## src/rtl/mem_port_arbiter_pkg.sv

```systemverilog
// Shared types for the fetch/LSU memory port arbiter.
// Optional build macro: FETCH_FLUSH_EN (adds if_flush and stale-response dropping).
package mem_port_arbiter_pkg;
  localparam int XLEN       = 32;
  localparam int MEM_DATA_W = 64;

  typedef enum logic {
    SRC_I = 1'b0,
    SRC_D = 1'b1
  } req_src_e;

  typedef struct packed {
    logic [XLEN-1:0]         addr;
    logic                    we;
    logic [MEM_DATA_W/8-1:0] be;
    logic [MEM_DATA_W-1:0]   wdata;
  } mem_req_t;
endpackage

```

## src/rtl/mem_port_arbiter_route_fifo.sv

```systemverilog
// Order-preserving routing FIFO: remembers which requester owns each outstanding beat.
// Optional build macro: FETCH_FLUSH_EN (per-entry stale bit behind mark_stale_i).
module arb_route_fifo
  import mem_port_arbiter_pkg::*;
#(
  parameter int DEPTH = 4
) (
  input  logic     clk,
  input  logic     rstn,
  input  logic     push_i,
  input  req_src_e push_src_i,
  input  logic     pop_i,
  input  logic     mark_stale_i,
  output logic     full_o,
  output logic     empty_o,
  output req_src_e head_src_o,
  output logic     head_stale_o
);
  localparam int AW = $clog2(DEPTH);
  localparam int PW = AW + 1;

  logic [PW-1:0] wr_q, rd_q;
  req_src_e      src_q [DEPTH];

  always_ff @(posedge clk or negedge rstn) begin
    if (!rstn) begin
      wr_q <= '0;
      rd_q <= '0;
    end else begin
      if (push_i) wr_q <= wr_q + 1'b1;
      if (pop_i)  rd_q <= rd_q + 1'b1;
    end
  end

  always_ff @(posedge clk) begin
    if (push_i) src_q[wr_q[AW-1:0]] <= push_src_i;
  end

  // Extra pointer MSB tells a full ring from an empty one.
  assign empty_o    = (wr_q == rd_q);
  assign full_o     = (wr_q[AW] != rd_q[AW]) && (wr_q[AW-1:0] == rd_q[AW-1:0]);
  assign head_src_o = src_q[rd_q[AW-1:0]];

`ifdef FETCH_FLUSH_EN
  logic [DEPTH-1:0] stale_q;

  // Free slots may get marked too; a push always rewrites the bit.
  always_ff @(posedge clk or negedge rstn) begin
    if (!rstn) begin
      stale_q <= '0;
    end else begin
      for (int i = 0; i < DEPTH; i++) begin
        if (mark_stale_i && src_q[i] == SRC_I) stale_q[i] <= 1'b1;
      end
      if (push_i) stale_q[wr_q[AW-1:0]] <= 1'b0;
    end
  end

  assign head_stale_o = stale_q[rd_q[AW-1:0]];
`else
  logic unused_mark;
  assign unused_mark  = mark_stale_i;
  assign head_stale_o = 1'b0;
`endif
endmodule

```

## src/rtl/mem_port_arbiter.sv

```systemverilog
// Shares one L1 request port between fetch (I) and LSU (D); responses steered in order.
// Optional build macro: FETCH_FLUSH_EN (if_flush port drops responses of flushed fetches).
module mem_port_arbiter
  import mem_port_arbiter_pkg::*;
#(
  parameter int MAX_OUTST = 4,
  parameter int DATA_W    = 64
) (
  input  logic                clk,
  input  logic                rstn,
`ifdef FETCH_FLUSH_EN
  input  logic                if_flush,
`endif
  input  logic                if_req_valid,
  output logic                if_req_ready,
  input  logic [XLEN-1:0]     if_req_addr,
  output logic                if_rsp_valid,
  input  logic                if_rsp_ready,
  output logic [31:0]         if_rsp_data,
  input  logic                d_req_valid,
  output logic                d_req_ready,
  input  logic [XLEN-1:0]     d_req_addr,
  input  logic                d_req_we,
  input  logic [DATA_W/8-1:0] d_req_be,
  input  logic [DATA_W-1:0]   d_req_wdata,
  output logic                d_rsp_valid,
  input  logic                d_rsp_ready,
  output logic [DATA_W-1:0]   d_rsp_data,
  output logic                mem_req_valid,
  input  logic                mem_req_ready,
  output logic [XLEN-1:0]     mem_req_addr,
  output logic                mem_req_we,
  output logic [DATA_W/8-1:0] mem_req_be,
  output logic [DATA_W-1:0]   mem_req_wdata,
  input  logic                mem_rsp_valid,
  output logic                mem_rsp_ready,
  input  logic [DATA_W-1:0]   mem_rsp_data
);
  if (DATA_W != MEM_DATA_W) begin : g_bad_width
    $error("mem_port_arbiter: DATA_W must equal mem_port_arbiter_pkg::MEM_DATA_W");
  end

  req_src_e gnt, rr_q, rr_d, lock_src_q, lock_src_d, head_src;
  logic     lock_q, lock_d;
  logic     fifo_full, fifo_empty, head_stale;
  logic     gnt_vld, req_hs, rsp_hs, flush;
  mem_req_t req_mux;

`ifdef FETCH_FLUSH_EN
  assign flush = if_flush;
`else
  assign flush = 1'b0;
`endif

  // rr_q holds the last winner; on a tie the other side wins.
  always_comb begin
    gnt = SRC_I;
    if (lock_q)                           gnt = lock_src_q;
    else if (if_req_valid && d_req_valid) gnt = (rr_q == SRC_I) ? SRC_D : SRC_I;
    else if (d_req_valid)                 gnt = SRC_D;
  end

  assign gnt_vld       = (gnt == SRC_I) ? if_req_valid : d_req_valid;
  assign mem_req_valid = rstn && gnt_vld && !fifo_full;
  assign if_req_ready  = rstn && (gnt == SRC_I) && mem_req_ready && !fifo_full;
  assign d_req_ready   = rstn && (gnt == SRC_D) && mem_req_ready && !fifo_full;
  assign req_hs        = mem_req_valid && mem_req_ready;

  always_comb begin
    req_mux = '0;
    if (gnt == SRC_I) begin
      req_mux.addr = if_req_addr;
      req_mux.be   = '1;
    end else begin
      req_mux.addr  = d_req_addr;
      req_mux.we    = d_req_we;
      req_mux.be    = d_req_be;
      req_mux.wdata = d_req_wdata;
    end
  end

  assign mem_req_addr  = req_mux.addr;
  assign mem_req_we    = req_mux.we;
  assign mem_req_be    = req_mux.be;
  assign mem_req_wdata = req_mux.wdata;

  always_comb begin
    lock_d     = mem_req_valid && !mem_req_ready;
    lock_src_d = gnt;
    rr_d       = req_hs ? gnt : rr_q;
  end

  always_ff @(posedge clk or negedge rstn) begin
    if (!rstn) begin
      lock_q     <= 1'b0;
      lock_src_q <= SRC_I;
      rr_q       <= SRC_D;
    end else begin
      lock_q     <= lock_d;
      lock_src_q <= lock_src_d;
      rr_q       <= rr_d;
    end
  end

  // Stale heads are swallowed here so downstream never stalls on a flushed fetch.
  always_comb begin
    if_rsp_valid  = 1'b0;
    d_rsp_valid   = 1'b0;
    mem_rsp_ready = 1'b0;
    if (!fifo_empty) begin
      if (head_stale) begin
        mem_rsp_ready = 1'b1;
      end else if (head_src == SRC_I) begin
        if_rsp_valid  = mem_rsp_valid;
        mem_rsp_ready = if_rsp_ready;
      end else begin
        d_rsp_valid   = mem_rsp_valid;
        mem_rsp_ready = d_rsp_ready;
      end
    end
  end

  assign if_rsp_data = mem_rsp_data[31:0];
  assign d_rsp_data  = mem_rsp_data;
  assign rsp_hs      = mem_rsp_valid && mem_rsp_ready;

  arb_route_fifo #(.DEPTH(MAX_OUTST)) u_route (
    .clk         (clk),
    .rstn        (rstn),
    .push_i      (req_hs),
    .push_src_i  (gnt),
    .pop_i       (rsp_hs),
    .mark_stale_i(flush),
    .full_o      (fifo_full),
    .empty_o     (fifo_empty),
    .head_src_o  (head_src),
    .head_stale_o(head_stale)
  );

`ifndef SYNTHESIS
  a_lock_hold: assert property (@(posedge clk) disable iff (!rstn)
    lock_q |-> ((lock_src_q == SRC_I) ? if_req_valid : d_req_valid));
  a_rsp_when_empty: assert property (@(posedge clk) disable iff (!rstn)
    mem_rsp_valid |-> !fifo_empty);
`endif
endmodule

```

## config.mk

```make
export PLATFORM = sky130hd
export DESIGN_NAME = mem_port_arbiter
export DESIGN_NICKNAME = d
export VERILOG_FILES = /design/src/rtl/mem_port_arbiter_pkg.sv /design/src/rtl/mem_port_arbiter_route_fifo.sv /design/src/rtl/mem_port_arbiter.sv
export SDC_FILE = /design/constraint.sdc
export NUM_CORES = 1
export LEC_CHECK = 0
export CORE_AREA = 10 10 154 156
export DETAILED_ROUTE_END_ITERATION = 8
export DIE_AREA = 0 0 164 166
export PLACE_DENSITY_LB_ADDON = 0.1
export SLEW_MARGIN = 25
export SYNTH_ARGS = -nofsm -noshare
export SYNTH_HDL_FRONTEND = slang
export SYNTH_HIERARCHICAL = 1
export SYNTH_SLANG_ARGS = --single-unit
```

## constraint.sdc

```tcl
create_clock -name clk -period 2.5 [get_ports clk]
set_clock_uncertainty 0.2 [all_clocks]
set_input_delay 0.25 -clock clk [delete_from_list [all_inputs] [get_ports clk]]
set_output_delay 0.25 -clock clk [all_outputs]
set_load 0.05 [all_outputs]
```

Word-level counts from Yosys, hierarchy flattened
Memory sizes are Yosys's and may differ from the RTL's.
Cells that the tools add are included.
Widths: inputs -> output; s select.
{"block": "totals", "register_bits": 9, "ramBits": 4, "input_bits": 209, "output_inout_bits": 207, "word_cells": 44, "mem_count": 1}
{"name": "u_route.src_q", "words": 4, "word_bits": 1, "read_ports": 1, "rd_ports_with_merged_regs": 0, "write_ports": 1, "line": "mem_port_arbiter_route_fifo.sv:23", "source": "req_src_e src_q [DEPTH];"}
{"block": "op_classes", "addsub": 2, "n_eq_ne": 3, "n_mux": 17, "bitwise_logic": 1, "n_reduce_logical": 15}
{"cell": "$mux 64", "n": 1}
{"cell": "$mux 32", "n": 1}
{"cell": "$mux 1", "n": 14}
{"cell": "$logic_and 1x1->1", "n": 13}
{"cell": "$mux 8", "n": 1}
{"cell": "$add 3x1->3 const B", "n": 2}
{"cell": "$eq 3x3->1", "n": 1}
{"cell": "$eq 2x2->1", "n": 1}
{"cell": "$logic_not 1->1", "n": 2}
{"cell": "$ne 1x1->1", "n": 1}
{"cell": "$not 1->1", "n": 1}

Logic depth before layout (Yosys ltp)
Gate-level depths: netlist of run 1.
{"block": "logic_depth", "depth_word": 9, "ltp_mapped": 6, "depth_no_buf": 6}

Modules after synthesis
Netlist of run 1, hierarchy kept.
{"module": "mem_port_arbiter", "instances": 1, "cells_per_inst": 241, "area_each_um2": 1873.0, "seq_area_each_um2": 76.3}
{"module": "arb_route_fifo", "instances": 1, "cells_per_inst": 37, "area_each_um2": 496.7, "seq_area_each_um2": 270.3}

Least setup slack after synthesis of run 1
OpenSTA, ideal clock, no wires.
{"block": "synth_path", "kind": "flip-flop to output port", "start": "register u_route.rd_q[0]", "end": "output if_rsp_valid", "t_arrival_ns": 2.626, "setup_slack_ns": -0.576, "stages_incl_launch_ff": 3, "n_path_buf": 0, "path_cell_list": "dfrtp_1 -> mux4_2 -> nor4b_1"}
{"block": "synth_via", "elab_chain_len": 3, "word_cells_on_any_way": 4, "classes_between": "eq/ne: 1; mux: 2; memory: 1"}
{"element": "from (decl)", "line": "mem_port_arbiter_route_fifo.sv:22", "source": "logic [PW-1:0] wr_q, rd_q;"}
{"element": "from (signal assigned)", "line": "mem_port_arbiter_route_fifo.sv:31", "source": "if (pop_i) rd_q <= rd_q + 1'b1;"}
{"element": "$mem_v2 4x1"}
{"element": "via head_src", "line": "mem_port_arbiter.sv:43", "source": "req_src_e gnt, rr_q, rr_d, lock_src_q, lock_src_d, head_src;"}
{"element": "$mux 1", "line": "mem_port_arbiter.sv:113", "source": "end else if (head_src == SRC_I) begin"}
{"element": "$mux 1", "line": "mem_port_arbiter.sv:110", "source": "if (!fifo_empty) begin"}
{"element": "to (decl)", "line": "mem_port_arbiter.sv:17", "source": "output logic if_rsp_valid,"}
The timed path passes the listed nets, and every way through them passes these cells.

Worst setup path in the final report of run 1
{"block": "layout_path", "start": "register u_route.rd_q[0]", "end": "output d_rsp_valid"}
{"block": "layout_via", "word_cells_on_any_way": 4, "classes_between": "eq/ne: 1; mux: 2; memory: 1"}
{"element": "$eq 3x3->1", "line": "mem_port_arbiter_route_fifo.sv:40", "source": "assign empty_o = (wr_q == rd_q);"}
{"element": "via fifo_empty", "line": "mem_port_arbiter.sv:45", "source": "logic fifo_full, fifo_empty, head_stale;"}
{"element": "$mux 1", "line": "mem_port_arbiter.sv:110"}
{"element": "to (decl)", "line": "mem_port_arbiter.sv:26", "source": "output logic d_rsp_valid,"}
The timed path passes the listed nets, and every way through them passes these cells.

==> results of run 1 <==
[power groups by stage]
| stage | clock network (uW) | logic (uW) | registers [uW] |
|---|---|---|---|
| after CTS | 306 | 2790 | 388 |
| final | 294 | 2730 | 384 |
| after detailed placement | 0 | 2780 | 391 |
| after global routing | 318 | 2900 | 400 |
| after floorplan | 0 | 2180 | 368 |
| after global placement | 0 | 2790 | 392 |
[path summary, 6_finish.rpt]
| kind | startpoint | endpoint | depth (start not counted) |
|---|---|---|---|
| max | u_route/rd_q[0] | d_rsp_valid | 4 |
| min | rstn | lock_q | 2 |
| max reg2reg | u_route/rd_q[0] | u_route/rd_q[1] | 5 |
| min reg2reg | u_route/wr_q[2] | u_route/wr_q[2] | 1 |
| max in group asynchronous | rstn | rr_q | 2 |
| min in group clk | u_route/wr_q[2] | u_route/wr_q[2] | 1 |
[flip-flops by register name, summed over array words and instances (netlist names)]
register       count
lock_q             1
rr_q               1
lock_src_q         1
u_route/rd_q       3
u_route/wr_q       3
u_route/src_q      4
[worst max-delay path: stages, from the launching register on]
cell and delay (ps):
dfrtp_1 440, xor2_1 200, nor3b_1 650, nor4bb_2 130, buf_4 230
[per-layer routing]
layer	vias up	track usage
met5	-	0
met4	0	0.0113
met3	19	0.0630
met2	239	0.128
met1	1008	0.0826
li1	1098	-
[final cells by class]
type | count | area [um2] | share of cell area
clock buffer | 4 | 78.8 | 0.0174
inverter | 6 | 22.5 | 0.00498
multi-input combinational | 150 | 1190 | 0.264
timing repair buffer | 263 | 2530 | 0.561
tap | 275 | 344 | 0.0761
sequential | 13 | 347 | 0.0767
[per-stage QoR]
stage | area [um2] | setup WS, ps | hold WS, ps | total power, uW | std cells
final | 4520 | 163 | 146 | 3410 | 711
after global routing | 4520 | 36.7 | 182 | 3610 | 711
after CTS | 4520 | 140 | 149 | 3480 | 711
after detailed placement | 4440 | 195 | 281 | 3170 | 707
after global placement | 4440 | 209 | 280 | 3180 | 707
after floorplan | 2390 | 110 | -246 | 2550 | 277
==> flow_metrics.py, run 1 <==
metrics = {
    "power": {
        "internal_power_uw": 1600,
        "p_sw_frac": 0.530,
        "p_comb_frac": 0.801,
        "clkPwrFrac": 0.086,
        "cellPowerDensity_mw_per_mm2": 754,
        "p_switching_uw": 1800,
        "p_leak_uw": 0.00193,
        "irDropWorstVdd_mv": 0.276,
        "p_seq_frac": 0.113,
    },
    "critical_path": {
        "cp-end-kind": "output port",
        "cp.required_ps": 2050,
        "cp_max_fo": 4,
        "crit_type": "reg -> out",
        "r2r_setup_slack_ps": 230,
        "startpoint_type": "flop",
        "arrival_ps": 1890,
    },
    "floorplan": {
        "boundaryPins": 416,
        "initial_core_util": 0.114,
        "die_w_um": 164,
        "design.core.area_mm2": 0.0207,
        "core.rowCount": 53,
        "die_h_um": 166,
        "fp.dieArea_mm2": 0.0272,
    },
    "global_routing": {
        "grt_remaining_overflow": 0,
        "antenna_found_initial": 0,
        "grt_max_degree": 45,
        "grt_first_pass_wirelength_um": 16900,
        "track_usage": 0.0799,
        "grt_pass1_vias": 2599,
    },
    "place": {
        "dp_hpwl_um": 10800,
        "port_buffers": 255,
        "gp_congestion": 0.762,
    },
    "synth": {
        "avgSynthCellArea_um2": 8.54,
        "syn-num-nets": 491,
        "netlist_instances": 277,
        "synth_warnings": 6,
        "syn_area_mm2": 0.00237,
    },
    "sta": {
        "drv_slew": 0,
        "hold_viol": 0,
        "slew_headroom": 0.484,
        "fmax_mhz": 428,
        "post-route-period-util": 0.935,
        "rsz0062_at_grt": "no",
        "tightest_slew_ps": 773,
        "fin_crit_ps": 2340,
        "finalSetupTns_ps": 0,
        "finalSetupViolations": 0,
    },
    "layout": {
        "final_cell_mix": "clkdlybuf4s50_1 (144), buf_4 (103), and2_1 (70)",
        "n_fill_cell": 2284,
        "final_core_util": 0.218,
        "area_growth_pct": 91.1,
        "final_common_cell": "clkdlybuf4s50_1",
        "antennaDiodeCount": 0,
        "drive_gt1_frac": 0.372,
        "nets": 651,
    },
    "detailed_routing": {
        "wl_met1_um": 4260,
        "drt_iter0_markers": 82,
        "num_vias": 2364,
        "drc_errors": 0,
        "wirelength_um": 11800,
        "first_pass_iters": 4,
        "maxUsedRoutingLayer": "met4",
        "wl_per_cell_um": 16.7,
        "ant_nets": 0,
        "wl_met2_um": 5300,
        "viasPerCell": 3.32,
        "wl_met3_um": 2180,
    },
    "outcome": {
        "outcome": "complete, no violations",
    },
    "min_path": {
        "hold_class": "in -> async",
    },
    "clocking": {
        "postCtsHoldBufs": 0,
        "cts_resized": 0,
        "clkLatencyLatePin_ps": 240,
        "cts_tree": "done",
        "cts_root_buf": "clkbuf_16",
        "post-cts-setup-buffers": 0,
        "clk_pin_slew_ps": 40,
        "cts_num_sinks": 13,
        "cts_buffers": 3,
        "cts.path.max_buffers": 2,
        "htree_levels": 1,
    },
    "flow_run": {
        "drv_cap": 0,
    },
}
(Power assumes the default switching activity.)
==> run 2: changes to the inputs <==
--- a/config.mk
+++ b/config.mk
@@ -6,6 +6,7 @@
 export NUM_CORES = 1
 export LEC_CHECK = 0
 export CORE_AREA = 10 10 154 156
+export CTS_BUF_LIST = sky130_fd_sc_hd__clkbuf_16
 export DETAILED_ROUTE_END_ITERATION = 8
 export DIE_AREA = 0 0 164 166
 export PLACE_DENSITY_LB_ADDON = 0.1
==> flow_metrics.py, run 2 (same netlist as run 1, synthesis figures left out) <==
metrics = {
    "outcome": {
        "outcome": "complete, no violations",
    },
    "global_routing": {
        "grt_pass1_vias": 2599,
        "antenna_found_initial": 0,
        "grt_first_pass_wirelength_um": 16900,
        "grt_remaining_overflow": 0,
        "track_usage": 0.0799,
        "grt_max_degree": 45,
    },
    "layout": {
        "antennaDiodeCount": 0,
        "instances_no_fill": 711,
        "area_growth_pct": 91.1,
        "final_cell_mix": "clkdlybuf4s50_1 (144), buf_4 (103), and2_1 (70)",
        "final_common_cell": "clkdlybuf4s50_1",
        "final_area_mm2": 0.00452,
        "n_fill_cell": 2284,
        "nets": 651,
        "drive_gt1_frac": 0.372,
        "largest_reg_flops": 4,
    },
    "sta": {
        "finalSetupTns_ps": 0,
        "drv_slew": 0,
        "tightest_slew_ps": 773,
        "fmax_mhz": 428,
        "rsz0062_at_grt": "no",
        "hold_viol": 0,
        "fin_crit_ps": 2340,
        "post-route-period-util": 0.935,
        "finalSetupViolations": 0,
        "setup_ws_ps": 163,
        "slew_headroom": 0.484,
        "timing.hold.ws_ps": 146,
    },
    "clocking": {
        "clkLatencyLatePin_ps": 240,
        "cts_root_buf": "clkbuf_16",
        "cts_tree": "done",
        "cts.path.max_buffers": 2,
        "clk_pin_slew_ps": 40,
        "cts_buffers": 3,
        "post-cts-setup-buffers": 0,
        "cts_resized": 0,
        "cts_num_sinks": 13,
        "postCtsHoldBufs": 0,
        "htree_levels": 1,
    },
    "floorplan": {
        "initial_core_util": 0.114,
        "die_h_um": 166,
        "fp.dieArea_mm2": 0.0272,
        "boundaryPins": 416,
        "die_w_um": 164,
        "core.rowCount": 53,
        "design.core.area_mm2": 0.0207,
    },
    "critical_path": {
        "r2r_cells": 5,
        "arrival_ps": 1890,
        "cp_max_fo": 4,
        "r2r_setup_slack_ps": 230,
        "cp-end-kind": "output port",
        "startpoint_type": "flop",
        "cp.required_ps": 2050,
        "timing.rr.start": "u_route/rd_q[0]",
        "r2r-end": "u_route/rd_q[1]",
        "crit_type": "reg -> out",
    },
    "detailed_routing": {
        "drc_errors": 0,
        "drt_iter0_markers": 82,
        "first_pass_iters": 4,
        "num_vias": 2364,
        "wirelength_um": 11800,
        "viasPerCell": 3.32,
        "wl_per_cell_um": 16.7,
        "ant_nets": 0,
    },
    "place": {
        "port_buffers": 255,
        "dp_slack_ps": 195,
        "dp_hpwl_um": 10800,
        "placed_cells": 707,
        "gp_congestion": 0.762,
        "place_area_mm2": 0.00444,
    },
    "flow_run": {
        "drv_cap": 0,
    },
    "min_path": {
        "hold_class": "in -> async",
    },
    "power": {
        "cellPowerDensity_mw_per_mm2": 753,
        "p_leak_uw": 0.00194,
        "irDropWorstVdd_mv": 0.276,
    },
}
[run 2: changes by cell type in the layout (fill, tap and decap cells not counted), sizes merged]
cell and delta:
inv +1, clkbuf -1
[run 2: layer usage]
| layer | wire, um | GRT usage | share of wire |
|---|---|---|---|
| met4 | 107 | 0.0113 | 0.0090 |
| met5 | 0 | 0 | 0 |
| met3 | 2180 | 0.0630 | 0.18 |
| met2 | 5300 | 0.128 | 0.45 |
| met1 | 4260 | 0.0826 | 0.36 |
[run 2: area by class of cell]
type	count	area, um2	share of cell area
Clock buffer	3	75.1	0.0166
Timing Repair Buffer	263	2530	0.561
Multi-Input combinational cell	150	1190	0.264
Inverter	6	22.5	0.00498
Clock inverter	1	3.75	0.000830
Sequential cell	13	347	0.0767
Tap cell	275	344	0.0761
[run 2: power breakdown]
group,internal (uW),switching [uW]
Sequential,302,82.3
Clock,210,80.4
Combinational,1090,1640
[run 2: metrics by stage]
| step | power (uW) | util |
|---|---|---|
| CTS | 3480 | 0.218 |
| floorplan | 2550 | - |
| detailed placement | 3170 | 0.215 |
| finish | 3400 | 0.218 |
| global placement | 3180 | 0.215 |
| global route | 3610 | 0.218 |
[run 2: how the worst max path moves through the flow]
stage | end | cells past startpoint | slack (ps) | startpoint
final | d_rsp_valid | 4 | 160 | u_route/rd_q[0]
after floorplan | u_route/rd_q[1] | 5 | 110 | u_route/rd_q[0]
after global routing | d_rsp_valid | 4 | 40 | u_route/rd_q[0]
after CTS | d_rsp_valid | 4 | 140 | u_route/rd_q[0]
after detailed placement | mem_req_addr[19] | 6 | 190 | d_req_valid
after global placement | mem_req_addr[20] | 6 | 210 | if_req_valid
[run 2: worst max-delay path, cell delays in order (launching register included)]
cell,delay [ps]
dfrtp_1,440
xor2_1,200
nor3b_1,650
nor4bb_2,130
buf_4,230
